==> src/rtl/spi_pkg.sv <==
// Shared constants for the serial-flash read sequencer: SPI master register map,
// status/control bit positions, FSM state encoding and the header byte selector.
package spi_pkg;

  localparam logic REG_CTL  = 1'b0;
  localparam logic REG_DATA = 1'b1;

  localparam int CTL_SS    = 0;
  localparam int STAT_BUSY = 7;

  localparam logic [7:0] CTL_SS_ON  = 8'(1 << CTL_SS);
  localparam logic [7:0] CTL_SS_OFF = 8'h00;

  localparam int HDR_LEN = 4;

  typedef enum logic [2:0] {
    ST_IDLE,
    ST_SS_ON,
    ST_TX,
    ST_SETTLE,
    ST_POLL,
    ST_RDATA,
    ST_HOLD,
    ST_SS_OFF
  } state_t;

  // Byte idx of the outgoing stream: opcode, address MSB first, then dummies.
  function automatic logic [7:0] tx_byte(input logic [2:0]  idx,
                                         input logic [23:0] faddr,
                                         input logic [7:0]  cmd,
                                         input logic [7:0]  dummy);
    case (idx)
      3'd0:    tx_byte = cmd;
      3'd1:    tx_byte = faddr[23:16];
      3'd2:    tx_byte = faddr[15:8];
      3'd3:    tx_byte = faddr[7:0];
      default: tx_byte = dummy;
    endcase
  endfunction

endpackage

==> src/rtl/spi_flash_rd_ctrl.sv <==
// Serial-flash READ sequencer: drives the SPI master's two-register bus to send
// opcode + 24-bit address, then streams the received data bytes out with valid/ready.
//
// state     | meaning
// ----------+--------------------------------------------------------------
// ST_IDLE   | waiting for a start with nonzero length
// ST_SS_ON  | bus write ctl = ss on
// ST_TX     | bus write tx = current header or dummy byte
// ST_SETTLE | no bus access; lets the SPI master raise its busy flag
// ST_POLL   | bus read ctl until busy clears
// ST_RDATA  | bus read rx, capture data byte
// ST_HOLD   | byte presented on stream, waiting for ready
// ST_SS_OFF | bus write ctl = ss off, done pulse visible
module spi_flash_rd_ctrl
  import spi_pkg::*;
#(
  parameter logic [7:0] CMD_READ = 8'h03,
  parameter logic [7:0] DUMMY_TX = 8'hFF,
  parameter int         LEN_W    = 8
) (
  input  logic             i_clk,
  input  logic             i_reset,
  input  logic             i_start,
  input  logic [23:0]      i_faddr,
  input  logic [LEN_W-1:0] i_len,
  input  logic             i_abort,
  output logic             o_busy,
  output logic             o_done,
  output logic             o_aborted,
  output logic [7:0]       o_rd_data,
  output logic             o_rd_valid,
  input  logic             i_rd_ready,
  output logic             o_spi_addr,
  output logic             o_spi_cs,
  output logic             o_spi_we,
  output logic [7:0]       o_spi_dat,
  input  logic [7:0]       i_spi_dat
);

  localparam logic [LEN_W-1:0] CNT_ONE = LEN_W'(1);

  state_t           state;
  logic [23:0]      faddr_q;
  logic [LEN_W-1:0] cnt;
  logic [2:0]       idx;
  logic             abort_pend;
  logic             abort_eff;

  assign abort_eff = abort_pend | i_abort;

  always_ff @(posedge i_clk or posedge i_reset) begin
    if (i_reset) begin
      state      <= ST_IDLE;
      faddr_q    <= '0;
      cnt        <= '0;
      idx        <= '0;
      abort_pend <= 1'b0;
      o_busy     <= 1'b0;
      o_done     <= 1'b0;
      o_aborted  <= 1'b0;
      o_rd_data  <= '0;
      o_rd_valid <= 1'b0;
      o_spi_addr <= REG_CTL;
      o_spi_cs   <= 1'b0;
      o_spi_we   <= 1'b0;
      o_spi_dat  <= '0;
    end else begin
      // Bus outputs are registered for the state being entered; idle by default.
      o_spi_addr <= REG_CTL;
      o_spi_cs   <= 1'b0;
      o_spi_we   <= 1'b0;
      o_spi_dat  <= '0;
      o_done     <= 1'b0;
      o_aborted  <= 1'b0;

      if (state != ST_IDLE && i_abort)
        abort_pend <= 1'b1;

      case (state)
        ST_IDLE: begin
          abort_pend <= 1'b0;
          if (i_start && i_len != '0) begin
            faddr_q   <= i_faddr;
            cnt       <= i_len;
            idx       <= '0;
            o_busy    <= 1'b1;
            o_spi_cs  <= 1'b1;
            o_spi_we  <= 1'b1;
            o_spi_dat <= CTL_SS_ON;
            state     <= ST_SS_ON;
          end
        end
        ST_SS_ON: begin
          o_spi_cs   <= 1'b1;
          o_spi_we   <= 1'b1;
          o_spi_addr <= REG_DATA;
          o_spi_dat  <= tx_byte(idx, faddr_q, CMD_READ, DUMMY_TX);
          state      <= ST_TX;
        end
        ST_TX: state <= ST_SETTLE;
        ST_SETTLE: begin
          o_spi_cs <= 1'b1;
          state    <= ST_POLL;
        end
        ST_POLL: begin
          if (i_spi_dat[STAT_BUSY]) begin
            o_spi_cs <= 1'b1;
          end else if (idx < 3'(HDR_LEN)) begin
            if (abort_eff) begin
              o_spi_cs  <= 1'b1;
              o_spi_we  <= 1'b1;
              o_spi_dat <= CTL_SS_OFF;
              o_done    <= 1'b1;
              o_aborted <= 1'b1;
              state     <= ST_SS_OFF;
            end else begin
              idx        <= idx + 3'd1;
              o_spi_cs   <= 1'b1;
              o_spi_we   <= 1'b1;
              o_spi_addr <= REG_DATA;
              o_spi_dat  <= tx_byte(idx + 3'd1, faddr_q, CMD_READ, DUMMY_TX);
              state      <= ST_TX;
            end
          end else begin
            o_spi_cs   <= 1'b1;
            o_spi_addr <= REG_DATA;
            state      <= ST_RDATA;
          end
        end
        ST_RDATA: begin
          o_rd_data  <= i_spi_dat;
          o_rd_valid <= 1'b1;
          state      <= ST_HOLD;
        end
        ST_HOLD: begin
          if (i_rd_ready) begin
            o_rd_valid <= 1'b0;
            cnt        <= cnt - CNT_ONE;
            o_spi_cs   <= 1'b1;
            o_spi_we   <= 1'b1;
            if (cnt == CNT_ONE || abort_eff) begin
              o_spi_dat <= CTL_SS_OFF;
              o_done    <= 1'b1;
              o_aborted <= abort_eff;
              state     <= ST_SS_OFF;
            end else begin
              o_spi_addr <= REG_DATA;
              o_spi_dat  <= DUMMY_TX;
              state      <= ST_TX;
            end
          end
        end
        ST_SS_OFF: begin
          o_busy <= 1'b0;
          state  <= ST_IDLE;
        end
        default: state <= ST_IDLE;
      endcase
    end
  end

endmodule
==> config.mk <==
export PLATFORM = sky130hd
export DESIGN_NAME = spi_flash_rd_ctrl
export DESIGN_NICKNAME = d
export VERILOG_FILES = /design/src/rtl/spi_pkg.sv /design/src/rtl/spi_flash_rd_ctrl.sv
export SDC_FILE = /design/constraint.sdc
export NUM_CORES = 1
export LEC_CHECK = 0
export ABC_AREA = 1
export BUFFER_PORTS_ARGS = -buffer_cell sky130_fd_sc_hd__buf_4
export CORE_MARGIN = 4
export CORE_UTILIZATION = 43
export CTS_CLUSTER_DIAMETER = 40
export DETAILED_ROUTE_END_ITERATION = 10
export PLACE_DENSITY = 0.65
export SYNTH_ARGS = -nofsm -noshare
export SYNTH_HDL_FRONTEND = slang
export SYNTH_SLANG_ARGS = --single-unit
==> constraint.sdc <==
create_clock -name i_clk -period 2 [get_ports i_clk]
set_clock_uncertainty 0.15 [all_clocks]
set_input_delay 0.2 -clock i_clk [delete_from_list [all_inputs] [get_ports i_clk]]
set_output_delay 0.2 -clock i_clk [all_outputs]
set_load 0.01 [all_outputs]
==> results of run 1 <==
-- synthesized netlist by cell type --
| library cell | n | share of area |
|---|---|---|
| nand4_1 | 10 | 0.019 |
| or2_1 | 1 | 0.0019 |
| o211ai_1 | 1 | 0.0022 |
| nor2_1 | 24 | 0.027 |
| buf_8 | 1 | 0.0045 |
| inv_2 | 4 | 0.0045 |
| nor3_1 | 1 | 0.0015 |
| buf_6 | 4 | 0.013 |
| a21oi_1 | 2 | 0.0030 |
| and2_1 | 1 | 0.0019 |
| nand3b_1 | 2 | 0.0045 |
| dfrtp_1 | 62 | 0.46 |
| nor3_4 | 1 | 0.0049 |
| nand3_2 | 1 | 0.0030 |
| inv_1 | 50 | 0.056 |
| nor2_2 | 1 | 0.0019 |
| ha_1 | 8 | 0.030 |
| nand3_1 | 30 | 0.045 |
| o21ai_0 | 36 | 0.054 |
| buf_2 | 2 | 0.0030 |
| o2111ai_1 | 1 | 0.0026 |
| clkinv_1 | 1 | 0.0011 |
| nand2_1 | 173 | 0.19 |
| clkbuf_8 | 2 | 0.0082 |
| nand3_4 | 1 | 0.0052 |
| clkbuf_1 | 2 | 0.0022 |
| nand2_4 | 1 | 0.0034 |
| o21ai_2 | 6 | 0.016 |
| o22ai_1 | 5 | 0.0094 |
| o21ai_1 | 3 | 0.0045 |
| nand2_2 | 2 | 0.0037 |
| nor2_4 | 1 | 0.0034 |
-- worst register-to-register path: stages, from the launching register on --
cell	delay, ns
dfrtp_1	0.41
ha_1	0.21
ha_1	0.33
nand2_1	0.11
nand4_1	0.15
buf_4	0.13
nand2_1	0.03
o21ai_0	0.15
nand3b_1	0.11
-- power breakdown --
group | internal (W) | switching, W | leakage, nW
clock network | 0.000643 | 0.000473 | 0.0996
logic | 0.00106 | 0.00145 | 1.52
registers | 0.00179 | 0.000383 | 0.781
total | 0.00349 | 0.00231 | 2.40
-- final cells by class --
| cell class | count | area (sq um) |
|---|---|---|
| Fill cell | 683 | 2890 |
| Sequential cell | 62 | 1550 |
| Multi-Input combinational cell | 312 | 1480 |
| Timing Repair Buffer | 113 | 956 |
| Inverter | 55 | 206 |
| Clock buffer | 13 | 159 |
| Tap cell | 99 | 124 |
| Clock inverter | 3 | 42.5 |
-- metal layers --
layer | up-vias | routed length (um) | track usage
met5 | - | 0 | 0
met4 | 0 | 93 | 0.0711
met3 | 10 | 546 | 0.0383
met2 | 98 | 3900 | 0.309
met1 | 1432 | 3780 | 0.271
li1 | 1618 | - | -
-- sequential cells by signal, indices dropped and copies added (netlist names) --
register	flops
o_busy	1
o_spi_we	1
o_rd_valid	1
faddr_q	24
o_spi_cs	1
o_spi_dat	8
abort_pend	1
o_done	1
o_aborted	1
state	3
o_spi_addr	1
idx	3
o_rd_data	8
cnt	8
-- logic make-up after synthesis --
group,Yosys count,share of synthesized area
adder cells (fa/ha/maj),8,0.0300
AO/OA/AOI/OAI,54,0.0915
buffers and inverters,66,0.0933
AND/OR/NAND/NOR,250,0.320
flip-flops,62,0.465
-- worst min path at each step --
stage                           from          to  slack (ns)  cells after the start
after global placement       i_reset  faddr_q[6]        0.15                      3
after floorplan           i_faddr[0]  faddr_q[0]        0.16                      2
after detailed placement     i_reset  faddr_q[6]        0.15                      3
after global routing         i_abort  abort_pend        0.03                      3
final                        i_abort  abort_pend        0.01                      3
after CTS                    i_abort  abort_pend       0.001                      3
-- what timing repair did --
action / 4_1_cts / 5_1_grt
gates resized for setup: 0 / 4
hold buffers: 33 / 0
buffers inserted: 0 / 2
hold endpoints to repair: 94 / 0
endpoints found under the setup margin: 0 / 9
-- cells in the final DEF (no fill, tap or decap), types with 2 or more instances in the layout --
| cell | instances |
|---|---|
| o21ai_2 | 6 |
| nand3b_1 | 2 |
| a21oi_1 | 2 |
| nand3_1 | 30 |
| o22ai_1 | 5 |
| clkbuf_8 | 11 |
| clkbuf_1 | 2 |
| nor2_1 | 24 |
| dlygate4sd3_1 | 33 |
| inv_2 | 8 |
| nand2_1 | 173 |
| nand4_1 | 10 |
| nand2_2 | 2 |
| o21ai_1 | 3 |
| dfrtp_1 | 62 |
| buf_4 | 78 |
| inv_1 | 46 |
| ha_1 | 8 |
| o21ai_0 | 36 |
| buf_12 | 2 |
-- stage by stage --
step,util,setup TNS (ns)
final,0.610,0
after global routing,0.610,-0.0463
after CTS,0.607,0
after detailed placement,0.536,0
after global placement,0.536,0
after floorplan,-,0
==> results_dict.tcl, run 1 <==
set metrics [dict create \
    syn_avg_cell_area_sq_um 7.59 \
    timing.critical_path.max_delay_family "adder cells" \
    clock_insertion_delay_worst_skew_ns 0.34 \
    worst_reg_to_reg_setup_slack_ns 0.09 \
    floorplan.rows 31 \
    cts-htree-levels 3 \
    route.detailed.drc 0 \
    postSynthRegisterBits 62 \
    total_leakage_power_nw 2.40 \
    worstMarginPinSlew_ns 0.389 \
    hp-class "in -> reg" \
    cts.sinks 62 \
    layout-drive-gt1-share 0.210 \
    clock_path_buffers 2 \
    worstRegToRegCells 8 \
    critPathKind "reg -> reg" \
    crit_required_ns 2.05 \
    grt_antenna_before_repair 0 \
    final_cell_area_sq_mm 0.00452 \
    synth_cells 440 \
    critPathCaptureType "flip-flop" \
    clkTransAtPathRegs_ns 0.08 \
    cpPeakStageDelay_ns 0.41 \
    path_buf_inv 1 \
    ys_warn_count 0 \
    min_period_over_period 0.954 \
    place.detailed.hpwl_mm 5.90 \
    detailed_place.area_sq_mm 0.00397 \
    grt_util_all_layers 0.197 \
    critical_path_cell_count 8 \
    design.core.area_sq_mm 0.00741 \
    critPathLaunchType "flip-flop" \
    place_ws_ns 0.0181 \
    flow.area_growth_from_synthesis_pct 35.3 \
    rr_startpoint "idx[1]" \
    io-pin-count 68 \
    root_buffer "clkbuf_8" \
    first_global_vias 2991 \
    final_critical_path_setup_slack_ns 0.0913 \
    final_critical_delay_including_setup_and_external_delays_ns 1.91 \
    clock.fmax_mhz 524 \
    power_density_mw_per_mm2 1280 \
    die_w_um 96.1 \
    finalNetCount 606 \
    antenna-diode-count 0 \
    termination_of_the_worst_setup_path "o_spi_dat[0]" \
    timing.rr.end "o_spi_dat[0]" \
    detail_route.wl_per_cell_um 12.7 \
    worst_slew_margin_rel 0.738 \
    max_slew_violations 0 \
    instances_no_fill 657 \
    crit_path_cell_trace "ha_1 > ha_1 > nand2_1 > nand4_1 > buf_4 > nand2_1 > o21ai_0 > nand3b_1" \
    post-layout-total-power_w 0.00580 \
    detailedRoute.firstPassIterationCount 4 \
    grt_pass1_wl_mm 14.1 \
    syn_nets 493 \
    gp_congestion 0.883 \
    worst-endpoint-arrival_ns 1.96 \
    post_route_worst_hold_slack_ns 0.0144 \
    synthesis.area_sq_mm 0.00334 \
    hold_viol 0 \
    drt_first_iter_violations 170 \
    numPortBuffers 67 \
    synthDistinctLibCells 32 \
    dieHeight_um 96.1 \
    worst_setup_path_startpoint "idx[1]" \
    tritoncts "yes" \
    pin_count_of_the_biggest_net_entering_global_routing 63 \
    post-place-cells 606 \
    gr-total-overflow 0 \
    route.vias.total 3158 \
    seq_area_frac_synth 0.465 \
    initial_core_util 0.451 \
    route.detailed.vias_per_inst 4.81 \
    run_status "finished clean" \
    cts-buffers-inserted 9 \
    report.final.setup_viol 0 \
    critical-path-slowest-cell "dfrtp_1" \
    drtAntennaViolNets 0 \
    max-vdd-ir-drop_v 0.000706 \
    crit_path_max_fanout 4 \
    floorplan.die_area_sq_mm 0.00924 \
    maxCapViolCount 0 \
    finalWirelength_mm 8.32 \
]
Note: power is estimated with default switching activity, not from simulation.
==> run 2: changes to the inputs <==
MAX_ROUTING_LAYER = met4   (was default)
==> run 2 against run 1 <==
  * Flip-flop and latch count is the same
  * Worst setup slack gained 0.037 ns
  * Maximum frequency grew 2.0%
  * First-iteration DRC count shrank 18%
  * Core utilization is essentially flat
  * Critical endpoint unchanged
  * Critical path depth is the same
  * Critical path type unchanged
==> results_dict.tcl, run 2 (synthesized netlist as in run 1, its figures left out) <==
set metrics [dict create \
    floorplan.die_area_sq_mm 0.00924 \
    whs_endpoint "cnt[6]" \
    dieHeight_um 96.1 \
    worstHoldStart "i_len[6]" \
    cts-htree-levels 3 \
    route.vias.total 3187 \
    power_density_mw_per_mm2 1280 \
    initial_core_util 0.451 \
    total_leakage_power_nw 2.39 \
    cpPeakStageDelay_ns 0.41 \
    worstRegToRegCells 8 \
    worstMarginPinSlew_ns 0.401 \
    flow.area_growth_from_synthesis_pct 35.2 \
    report.final.setup_viol 0 \
    total_negative_setup_slack_ns 0 \
    gr-total-overflow 0 \
    layout-drive-gt1-share 0.210 \
    max_slew_violations 0 \
    crit_required_ns 2.05 \
    most_common_cell_after_layout_fill_and_taps_aside "nand2_1" \
    drt_first_iter_violations 139 \
    clock_insertion_delay_worst_skew_ns 0.33 \
    timing.rr.end "o_spi_dat[0]" \
    pin_count_of_the_biggest_net_entering_global_routing 63 \
    max-vdd-ir-drop_v 0.000798 \
    crit_path_max_fanout 8 \
    place.detailed.hpwl_mm 6.03 \
    cts-buffers-inserted 9 \
    grt_antenna_before_repair 0 \
    maxCapViolCount 0 \
    critPathLaunchType "flip-flop" \
    crit_path_cell_trace "ha_1 > ha_4 > nand2_1 > nand4_1 > buf_4 > nand2_1 > o21ai_0 > nand3b_1" \
    rr_startpoint "idx[1]" \
    finish.utilization 0.609 \
    antenna-diode-count 0 \
    final_critical_delay_including_setup_and_external_delays_ns 1.87 \
    route.detailed.vias_per_inst 4.86 \
    finalWirelength_mm 8.63 \
    detail_route.wl_per_cell_um 13.2 \
    worst_hold_depth 5 \
    root_buffer "clkbuf_8" \
    cts.sinks 62 \
    route.detailed.drc 0 \
    clkTransAtPathRegs_ns 0.07 \
    detailedRoute.firstPassIterationCount 5 \
    numPortBuffers 67 \
    setup_repair_after_global_routing_missed_its_margin "false" \
    clock_path_buffers 2 \
    clock.fmax_mhz 534 \
    max_flop_register "faddr_q" \
    worst-endpoint-arrival_ns 1.92 \
    io-pin-count 68 \
    critPathCaptureType "flip-flop" \
    final.fill_count 679 \
    min_period_over_period 0.936 \
    die_w_um 96.1 \
    largest_reg_flops 24 \
    drtAntennaViolNets 0 \
    tritoncts "yes" \
    critPathKind "reg -> reg" \
    run_status "finished clean" \
    floorplan.rows 31 \
    design.core.area_sq_mm 0.00741 \
    gp_congestion 0.881 \
    hp-class "in -> reg" \
    grt_util_all_layers 0.212 \
    worst_slew_margin_rel 0.732 \
    grt_pass1_wl_mm 14.6 \
    critical-path-slowest-cell "dfrtp_1" \
    first_global_vias 3105 \
    most-common-layout-cells "nand2_1 (173), buf_4 (78), dfrtp_1 (62)" \
    worst_reg_to_reg_setup_slack_ns 0.13 \
    finalNetCount 606 \
    crit_top_cell "nand2_1" \
    hold_viol 0 \
]
-- run 2: worst max-delay path, delay by kind of cell, from the launching register on --
family | cells | cell delay, ns
AOI/OAI and AO/OA | 1 | 0.14
adders and majority gates | 2 | 0.53
DFF | 1 | 0.41
and+or+nand+nor | 4 | 0.33
buffers and inverters | 1 | 0.16
-- run 2: worst max-delay path by stage --
stage	start	endpoint	slack (ns)	cells after the start
floorplan	i_reset	abort_pend	0.11	1
global placement	idx[1]	o_spi_dat[0]	0.09	7
detailed placement	idx[1]	o_spi_dat[0]	0.06	7
CTS	idx[1]	o_spi_dat[0]	0.05	7
global route	idx[1]	o_spi_dat[0]	0.003	8
finish	idx[1]	o_spi_dat[0]	0.13	8
-- run 2: layout make-up --
type | count | area [sq um] | area share
clock buffer | 11 | 141 | 0.0313
multi-input combinational | 312 | 1490 | 0.330
clock inverter | 4 | 47.5 | 0.0105
tap | 99 | 124 | 0.0274
sequential | 62 | 1550 | 0.344
inverter | 55 | 206 | 0.0457
timing repair buffer | 113 | 956 | 0.212
-- run 2: routing by layer --
layer	up-vias	GRT usage	share of wire
met3	10	0.0516	0.064
li1	1611	-	-
met1	1455	0.287	0.46
met4	0	0.0652	0.011
met2	111	0.313	0.47
met5	-	-	0
-- run 2: metrics by stage --
stage                     power, W  hold slack, ns  instances  instance area (sq um)  worst slack [ns]
after floorplan            0.00379           0.160        440                   3340             0.109
after global placement     0.00457           0.147        607                   3980            0.0927
after detailed placement   0.00463           0.150        607                   3980            0.0567
after CTS                  0.00578         0.00109        655                   4490            0.0485
after global routing       0.00630          0.0301        656                   4510           0.00342
final                      0.00576          0.0221        656                   4510             0.128
-- run 2: timing repair --
| item | 4_1_cts | 5_1_grt |
|---|---|---|
| setup buffers | 0 | 1 |
| hold endpoints to repair | 94 | 0 |
| resized for setup | 0 | 4 |
| setup endpoints to repair | 0 | 8 |
| hold buffers | 33 | 0 |
-- run 2: power breakdown --
group	total, W	internal, W	switching, W
Clock	0.00107	0.000598	0.000472
Combinational	0.00249	0.00104	0.00145
Sequential	0.00220	0.00179	0.000413
==> run 3: changes to the inputs <==
PLACE_DENSITY = 0.62   (was 0.65)
clock period = 2.3 ns   (was 2 ns; I/O delays follow)
==> run 3 against run 2 <==
  * Hold slack gained 0.015 ns
  * Core utilization shrank 0.93 points
  * Sequential power shrank 13%
  * Flip-flop and latch count is the same
  * Register-to-register slack gained 0.17 ns
  * Total power shrank 14%
  * Final area shrank 1.5%
  * Critical path depth shrank 1
  * Via count shrank 1.5%
  * Critical endpoint unchanged
==> results_dict.tcl, run 3 (synthesized netlist as in run 1, its figures left out) <==
set metrics [dict create \
    run_status "finished clean" \
    drt_first_iter_violations 127 \
    grt_pass1_wl_mm 14.3 \
    total_negative_setup_slack_ns 0 \
    most_common_cell_after_layout_fill_and_taps_aside "nand2_1" \
    crit_path_max_fanout 8 \
    route.vias.total 3139 \
    grt_util_all_layers 0.210 \
    clock.fmax_mhz 500 \
    critPathLaunchType "flip-flop" \
    max_slew_violations 0 \
    pin_count_of_the_biggest_net_entering_global_routing 41 \
    dieHeight_um 96.1 \
    route.detailed.drc 0 \
    initial_core_util 0.451 \
    gr-usage-met2 0.323 \
    rr_startpoint "idx[0]" \
    termination_of_the_worst_setup_path "o_spi_dat[0]" \
    worst_reg_to_reg_setup_slack_ns 0.30 \
    finalNetCount 598 \
    floorplan.rows 31 \
    post-layout-total-power_w 0.00496 \
    hp-class "in -> reg" \
    numPortBuffers 67 \
    min_period_over_period 0.870 \
    worst_setup_path_startpoint "idx[0]" \
    detail_route.wl_per_cell_um 13.3 \
    layout-drive-gt1-share 0.195 \
    worstMarginPinSlew_ns 0.524 \
    crit_required_ns 2.35 \
    clock_insertion_delay_worst_skew_ns 0.33 \
    worstRegToRegCells 7 \
    critical_path_cell_count 7 \
    finalWirelength_mm 8.59 \
    total_leakage_power_nw 2.36 \
    gr-total-overflow 0 \
    design.core.area_sq_mm 0.00741 \
    die_w_um 96.1 \
    io-pin-count 68 \
    critPathCaptureType "flip-flop" \
    gr-max-usage-layer "met2" \
    drtAntennaViolNets 0 \
    hold_viol 0 \
    power_density_mw_per_mm2 1120 \
    report.final.setup_viol 0 \
    cpPeakStageDelay_ns 0.43 \
    place.detailed.hpwl_mm 6.08 \
    root_buffer "clkbuf_8" \
    global_route.usage.met3 0.0336 \
    path_buf_inv 0 \
    antenna-diode-count 0 \
    max-vdd-ir-drop_v 0.000629 \
    critical-path-slowest-cell "dfrtp_1" \
    maxCapViolCount 0 \
    flow.area_growth_from_synthesis_pct 33.2 \
    cts-buffers-inserted 9 \
    ff_latch_area_sq_mm 0.00155 \
    multiInputGateArea_sq_mm 0.00148 \
    first_global_vias 3021 \
    clkTransAtPathRegs_ns 0.07 \
    cts-htree-levels 3 \
    grt_antenna_before_repair 0 \
    timing.rr.end "o_spi_dat[0]" \
    timing.critical_path.max_delay_family "adder cells" \
    post_route_worst_hold_slack_ns 0.0375 \
    largest_reg_flops 24 \
    gp_congestion 0.868 \
    most-common-layout-cells "nand2_1 (173), buf_4 (72), dfrtp_1 (62)" \
    worst-endpoint-arrival_ns 2.05 \
    tritoncts "yes" \
    clock_path_buffers 2 \
    setup_repair_after_global_routing_missed_its_margin "false" \
    final.fill_count 686 \
    cts.sinks 62 \
    crit_path_cell_trace "ha_1 > ha_1 > nand2_1 > nand4_1 > nand2_1 > o21ai_0 > nand3b_1" \
    groute.layer.met1.usage 0.280 \
    max_flop_register "faddr_q" \
    detailedRoute.firstPassIterationCount 4 \
    critPathKind "reg -> reg" \
    floorplan.die_area_sq_mm 0.00924 \
    worst_slew_margin_rel 0.650 \
    final_critical_delay_including_setup_and_external_delays_ns 2.00 \
    route.detailed.vias_per_inst 4.84 \
]
run 3: cell type report:
class                   count  area share
clock inverters             3     0.00957
well taps                  99      0.0279
repair buffers            105       0.198
multi-input cells         312       0.332
inverters                  55      0.0464
flip-flops and latches     62       0.349
clock buffers              12      0.0372
run 3: metal layers:
metal / vias up / part of all wire
met5: - / 0
met4: 0 / 0.0084
met3: 6 / 0.049
met2: 86 / 0.47
met1: 1445 / 0.47
li1: 1602 / -
run 3: worst min-delay path, delay by kind of cell:
family                 cells  cell delay [ns]
AND/OR/NAND/NOR            2             0.17
buffers and inverters      1             0.08
run 3: worst min path at each step:
stage                    start     endpoint  cells after the start
finish                 i_abort   abort_pend                      3
global route           i_abort    o_aborted                      3
CTS                    i_abort   abort_pend                      3
detailed placement     i_reset  faddr_q[14]                      2
global placement       i_reset  faddr_q[13]                      2
floorplan           i_faddr[0]   faddr_q[0]                      2
run 3: report_power, final:
group | leakage [nW] | switching (W) | internal, W
clock | 0.104 | 0.000410 | 0.000581
sequential | 0.781 | 0.000352 | 0.00155
combinational | 1.48 | 0.00122 | 0.000839
total | 2.36 | 0.00199 | 0.00298
run 3: through the flow:
stage          cell area (sq um)  setup WS, ns  instances  utilization
6_report                    4450         0.299        648        0.600
5_1_grt                     4450        0.0945        648        0.600
4_1_cts                     4450         0.300        648        0.600
3_5_place_dp                3920         0.309        601        0.529
3_3_place_gp                3920         0.326        601        0.529
2_1_floorplan               3340         0.379        440            -
run 3: timing repair:
| item | CTS | global route |
|---|---|---|
| endpoints found under the hold margin | 53 | 0 |
| setup buffers | 0 | 0 |
| resized for setup | 0 | 0 |
| hold buffers | 32 | 0 |
| setup endpoints to repair | 0 | 0 |
